$ cat src/rtl/pu_msp430_per_master.sv
// Peripheral-bus initiator: runs single or burst byte/word reads and writes on the
// per_addr/per_din/per_en/per_we/per_dout bus, fed by a command port and ready/valid data streams.
module pu_msp430_per_master #(
    parameter int LEN_WD = 4
) (
    input  logic              mclk,
    input  logic              puc_rst,
    input  logic              cmd_valid,
    output logic              cmd_ready,
    input  logic              cmd_write,
    input  logic              cmd_byte,
    input  logic [14:0]       cmd_addr,
    input  logic [LEN_WD-1:0] cmd_len,
    input  logic [15:0]       wdata,
    input  logic              wdata_valid,
    output logic              wdata_ready,
    output logic [15:0]       rdata,
    output logic              rdata_valid,
    input  logic              rdata_ready,
    output logic              busy,
    output logic              done,
    output logic [13:0]       per_addr,
    output logic [15:0]       per_din,
    output logic              per_en,
    output logic [1:0]        per_we,
    input  logic [15:0]       per_dout
);

    typedef enum logic [1:0] {
        IDLE = 2'd0,
        XFER = 2'd1,
        DONE = 2'd2
    } state_t;

    state_t              r_state;
    state_t              w_next_state;
    logic                r_write;
    logic                r_byte;
    logic [14:0]         r_addr;
    logic [LEN_WD-1:0]   r_cnt;
    logic                r_rd_left;
    logic [15:0]         r_rdata;
    logic                r_rdata_valid;
    logic                w_per_en;
    logic                w_last;
    logic [14:0]         w_step;

    // Byte reads return the addressed lane zero-extended; word reads pass through.
    function automatic logic [15:0] read_lane(input logic is_byte, input logic hi,
                                              input logic [15:0] d);
        if (!is_byte)
            return d;
        return {8'h00, hi ? d[15:8] : d[7:0]};
    endfunction

    always_ff @(posedge mclk) begin
        if (puc_rst)
            r_state <= IDLE;
        else
            r_state <= w_next_state;
    end

    always_comb begin
        w_next_state = r_state;
        w_per_en     = 1'b0;
        w_last       = (r_cnt == '0);
        unique case (r_state)
            IDLE: begin
                if (cmd_valid)
                    w_next_state = XFER;
            end
            XFER: begin
                if (r_write) begin
                    w_per_en = wdata_valid;
                    if (w_per_en && w_last)
                        w_next_state = DONE;
                end else begin
                    w_per_en = (~r_rdata_valid | rdata_ready) & r_rd_left;
                    // Reads finish only once the final captured word has been taken.
                    if (!r_rd_left && r_rdata_valid && rdata_ready)
                        w_next_state = DONE;
                end
            end
            DONE: w_next_state = IDLE;
            default: w_next_state = IDLE;
        endcase
    end

    assign w_step = r_byte ? 15'd1 : 15'd2;

    always_ff @(posedge mclk) begin
        if (puc_rst) begin
            r_write       <= 1'b0;
            r_byte        <= 1'b0;
            r_addr        <= '0;
            r_cnt         <= '0;
            r_rd_left     <= 1'b0;
            r_rdata       <= '0;
            r_rdata_valid <= 1'b0;
        end else begin
            if (r_state == IDLE && cmd_valid) begin
                r_write   <= cmd_write;
                r_byte    <= cmd_byte;
                r_addr    <= cmd_byte ? cmd_addr : {cmd_addr[14:1], 1'b0};
                r_cnt     <= cmd_len;
                r_rd_left <= ~cmd_write;
            end
            if (w_per_en) begin
                r_addr <= r_addr + w_step;
                r_cnt  <= r_cnt - 1'b1;
                if (w_last)
                    r_rd_left <= 1'b0;
            end
            if (w_per_en && !r_write) begin
                r_rdata       <= read_lane(r_byte, r_addr[0], per_dout);
                r_rdata_valid <= 1'b1;
            end else if (r_rdata_valid && rdata_ready) begin
                r_rdata_valid <= 1'b0;
            end
        end
    end

    always_comb begin
        per_din = 16'h0000;
        per_we  = 2'b00;
        if (w_per_en && r_write) begin
            per_din = r_byte ? {wdata[7:0], wdata[7:0]} : wdata;
            per_we  = r_byte ? (r_addr[0] ? 2'b10 : 2'b01) : 2'b11;
        end
    end

    assign per_en      = w_per_en;
    assign per_addr    = r_addr[14:1];
    assign wdata_ready = w_per_en & r_write;
    assign rdata       = r_rdata;
    assign rdata_valid = r_rdata_valid;
    assign cmd_ready   = (r_state == IDLE);
    assign busy        = (r_state != IDLE);
    assign done        = (r_state == DONE);

endmodule
$ cat config.mk
export PLATFORM = sky130hd
export DESIGN_NAME = pu_msp430_per_master
export DESIGN_NICKNAME = d
export VERILOG_FILES = /design/src/rtl/pu_msp430_per_master.sv
export SDC_FILE = /design/constraint.sdc
export NUM_CORES = 1
export LEC_CHECK = 0
export ABC_AREA = 1
export CAP_MARGIN = 0
export CORE_ASPECT_RATIO = 1.2
export CORE_MARGIN = 2
export CORE_UTILIZATION = 35
export CTS_BUF_LIST = sky130_fd_sc_hd__clkbuf_4 sky130_fd_sc_hd__clkbuf_8 sky130_fd_sc_hd__clkbuf_16
export CTS_CLUSTER_DIAMETER = 40
export DETAILED_ROUTE_END_ITERATION = 8
export PLACE_DENSITY = 0.75
export SETUP_SLACK_MARGIN = 0.05
export SLEW_MARGIN = 25
export SYNTH_ARGS = -nofsm -noshare
export SYNTH_HDL_FRONTEND = slang
export SYNTH_SLANG_ARGS = --single-unit
$ cat constraint.sdc
create_clock -name mclk -period 6.03 [get_ports mclk]
set_input_delay 0.9045 -clock mclk [delete_from_list [all_inputs] [get_ports mclk]]
set_output_delay 0.9045 -clock mclk [all_outputs]
set_load 0.005 [all_outputs]
==> run metrics <==
postcts setup bufs=0; PostCTS Resize Cnt=0; dpl cell area=0.00367 mm^2; total gr overflow=0; largest net degree at the start of global routing=37; crit path time final=3800 ps; Pwr Density=180 mW/mm^2; site row count=34; antenna-violating nets left=0; worst-skew pair later-pin latency=290 ps; status=completed; Post-Syn Area=0.00265 mm^2; vias in the first global route=2619; final period utilization=63.0%; total clock sinks=41; CP max FO=36; H-tree depth=2; R2R depth=9; Layout area overhead=42.2%; post-route cell area=0.00376 mm^2; Total GRT Usage=17.4%; Final Hold Fails=0; CP endpoint kind=output port; actual slew at the worst max-slew pin=834 ps; Avg Vias per Cell=4.70; chip height=99.2 um; area leader, netlist=dfxtp_1; # IOs=112; Peak Freq=263 MHz; initial antenna violation count=0; Fin Setup TNS=0 ps; Initial Utilization=36.4%; Worst Setup Slack post-DPL=2290 ps; fin cells=605; Post-Syn Instances=429; die area=0.00827 mm^2; Overall Power=0.000677 W; flops & latches, synth=41; WP data required=5130 ps; drt total wl=7300 um; 1st-iter DRT viols=110; most common cell after layout, fill and taps aside=nand2_1; LEAKAGE=1.58 nW; width of the die=83.4 um; Inst Count DP=598; Slew headroom=44.2%; Critical Path Source=rdata_ready; DRC viols=0; IO Port Bufs=111; Final nets=580; fill cell count=714; Clock Path Buffers=2; CORE AREA=0.00727 mm^2; cells along the critical path=clkdlybuf4s50_1 > inv_1 > nand2_1 > nand3_2 > nand2_1 > clkdlybuf4s50_1; final setup fails=0; CTS tree=done; HPWL after detailed placement=5440 um; First-pass DRT Iterations=4; TritonCTS buffer count=5; yosys synthesis warning count=0; max_cap viols=0; net count after synthesis=494; worst setup path class=in2out; startpoint types=input port; Reg2Reg Launch Point=r_byte$_SDFFE_PP0N_; vias=2843; GR peak layer=met2; clk root buf=clkbuf_8; RSZ-0062 raised after global routing=false; final slew viol count=0; most frequent cells in the layout=130 x nand2_1, 111 x clkdlybuf4s50_1, 52 x inv_1; share of layout cells above drive strength 1=2.52%; Synth top area share=31.0%; capture point of the worst path=per_en; post-synthesis sequential area ratio=31.0%; DR WL/cell=12.1 um; antenna cells=0; average size of a mapped cell=6.17 um^2; Largest stage delay, worst path=550 ps; final setup margin=2230 ps; Crit Reg-Reg Endpoint=r_addr[9]$_SDFFE_PP0P_; met2 usage in global routing=30.8%; global-route track usage on met3=3.40%; first-pass GRT wire length=12000 um; count of cell types in the netlist=29; Clock Pin Slew Worst Setup and Hold Paths=80 ps; gpl congestion=0.847; VDD IR-drop max=88.5 uV; Worst Clk Skew=4.08 ps; Hold Path Class=reg2reg; top area cells in the synthesized netlist=dfxtp_1 31%, nand2_1 18%, inv_1 7.4%, a21oi_1 7.0%, nor2_1 6.4%; crit path DAT=2890 ps; met1 usage=21.5%; Hold-fix buffers, CTS=0; reg-to-reg slack, setup=3080 ps; critical path's slowest cell=clkdlybuf4s50_1
## where the power goes
| group | internal [W] | leakage [nW] | total, W | switching [W] |
|---|---|---|---|---|
| sequential | 0.000289 | 0.335 | 0.000314 | 0.0000248 |
| clock | 0.0000905 | 0.0433 | 0.000183 | 0.0000928 |
| combinational | 0.0000954 | 1.20 | 0.000180 | 0.0000846 |
## worst max-delay path: cells and delay by family
kind,cells,cell delay (ps)
buffers and inverters,3,1090
AND/OR/NAND/NOR,3,890
## how the worst min path moves through the flow
stage	start	to	slack, ps	cells past startpoint
global placement	rdata[1]$_SDFFE_PP0P_	rdata[1]$_SDFFE_PP0P_	430	2
finish	rdata[6]$_SDFFE_PP0P_	rdata[6]$_SDFFE_PP0P_	450	2
floorplan	rdata[0]$_SDFFE_PP0P_	rdata[0]$_SDFFE_PP0P_	440	2
CTS	rdata[6]$_SDFFE_PP0P_	rdata[6]$_SDFFE_PP0P_	450	2
global route	rdata[4]$_SDFFE_PP0P_	rdata[4]$_SDFFE_PP0P_	460	2
detailed placement	rdata[6]$_SDFFE_PP0P_	rdata[6]$_SDFFE_PP0P_	440	2
## cell usage after synthesis, drive strengths merged
master,instances
nand3,29
nand3b,8
nor2,47
o21ai,27
clkbuf,10
fa,1
o211a,1
a21oi,37
ha,6
nor3,1
xnor2,3
buf,23
nand2,130
xor2,2
o211ai,1
inv,53
nand4,6
clkinv,1
or2,1
dfxtp,41
o21bai,1
## sequential cells by signal (all words and copies together) (netlist names)
signal	count
r_byte	1
rdata	16
r_addr	15
r_write	1
r_state	2
rdata_valid	1
r_cnt	4
r_rd_left	1
## area by class of cell
type                            instances  area, um^2  area share, %
Clock buffer                            6        82.6           2.19
Clock inverter                          1        7.51          0.200
Inverter                               54         203           5.39
Multi-Input combinational cell        301        1420           37.7
Sequential cell                        41         821           21.8
Tap cell                               90         113           2.99
Timing Repair Buffer                  112        1120           29.7
## logic make-up (layout without fill, tap and decap cells)
logic type | Yosys count | after routing | share of synthesized area, %
flip-flops | 41 | 41 | 31.0
adder cells (fa/ha/maj) | 7 | 7 | 3.60
AND/OR/NAND/NOR | 222 | 222 | 35.3
buffers and inverters | 87 | 173 | 15.4
XOR/XNOR | 5 | 5 | 1.66
AO/OA/AOI/OAI | 67 | 67 | 13.1
## per-stage QoR
step / util [%] / hold WS (ps)
after global placement: 50.5 / 435
after detailed placement: 50.5 / 438
after floorplan: - / 440
after CTS: 51.7 / 450
after global routing: 51.7 / 463
final: 51.7 / 447
## per-layer routing
layer | routed length (um) | up-vias
li1 | - | 1502
met1 | 3270 | 1243
met2 | 3510 | 88
met3 | 429 | 10
met4 | 85 | 0
met5 | 0 | -
Power figures use the tool's default switching activity.
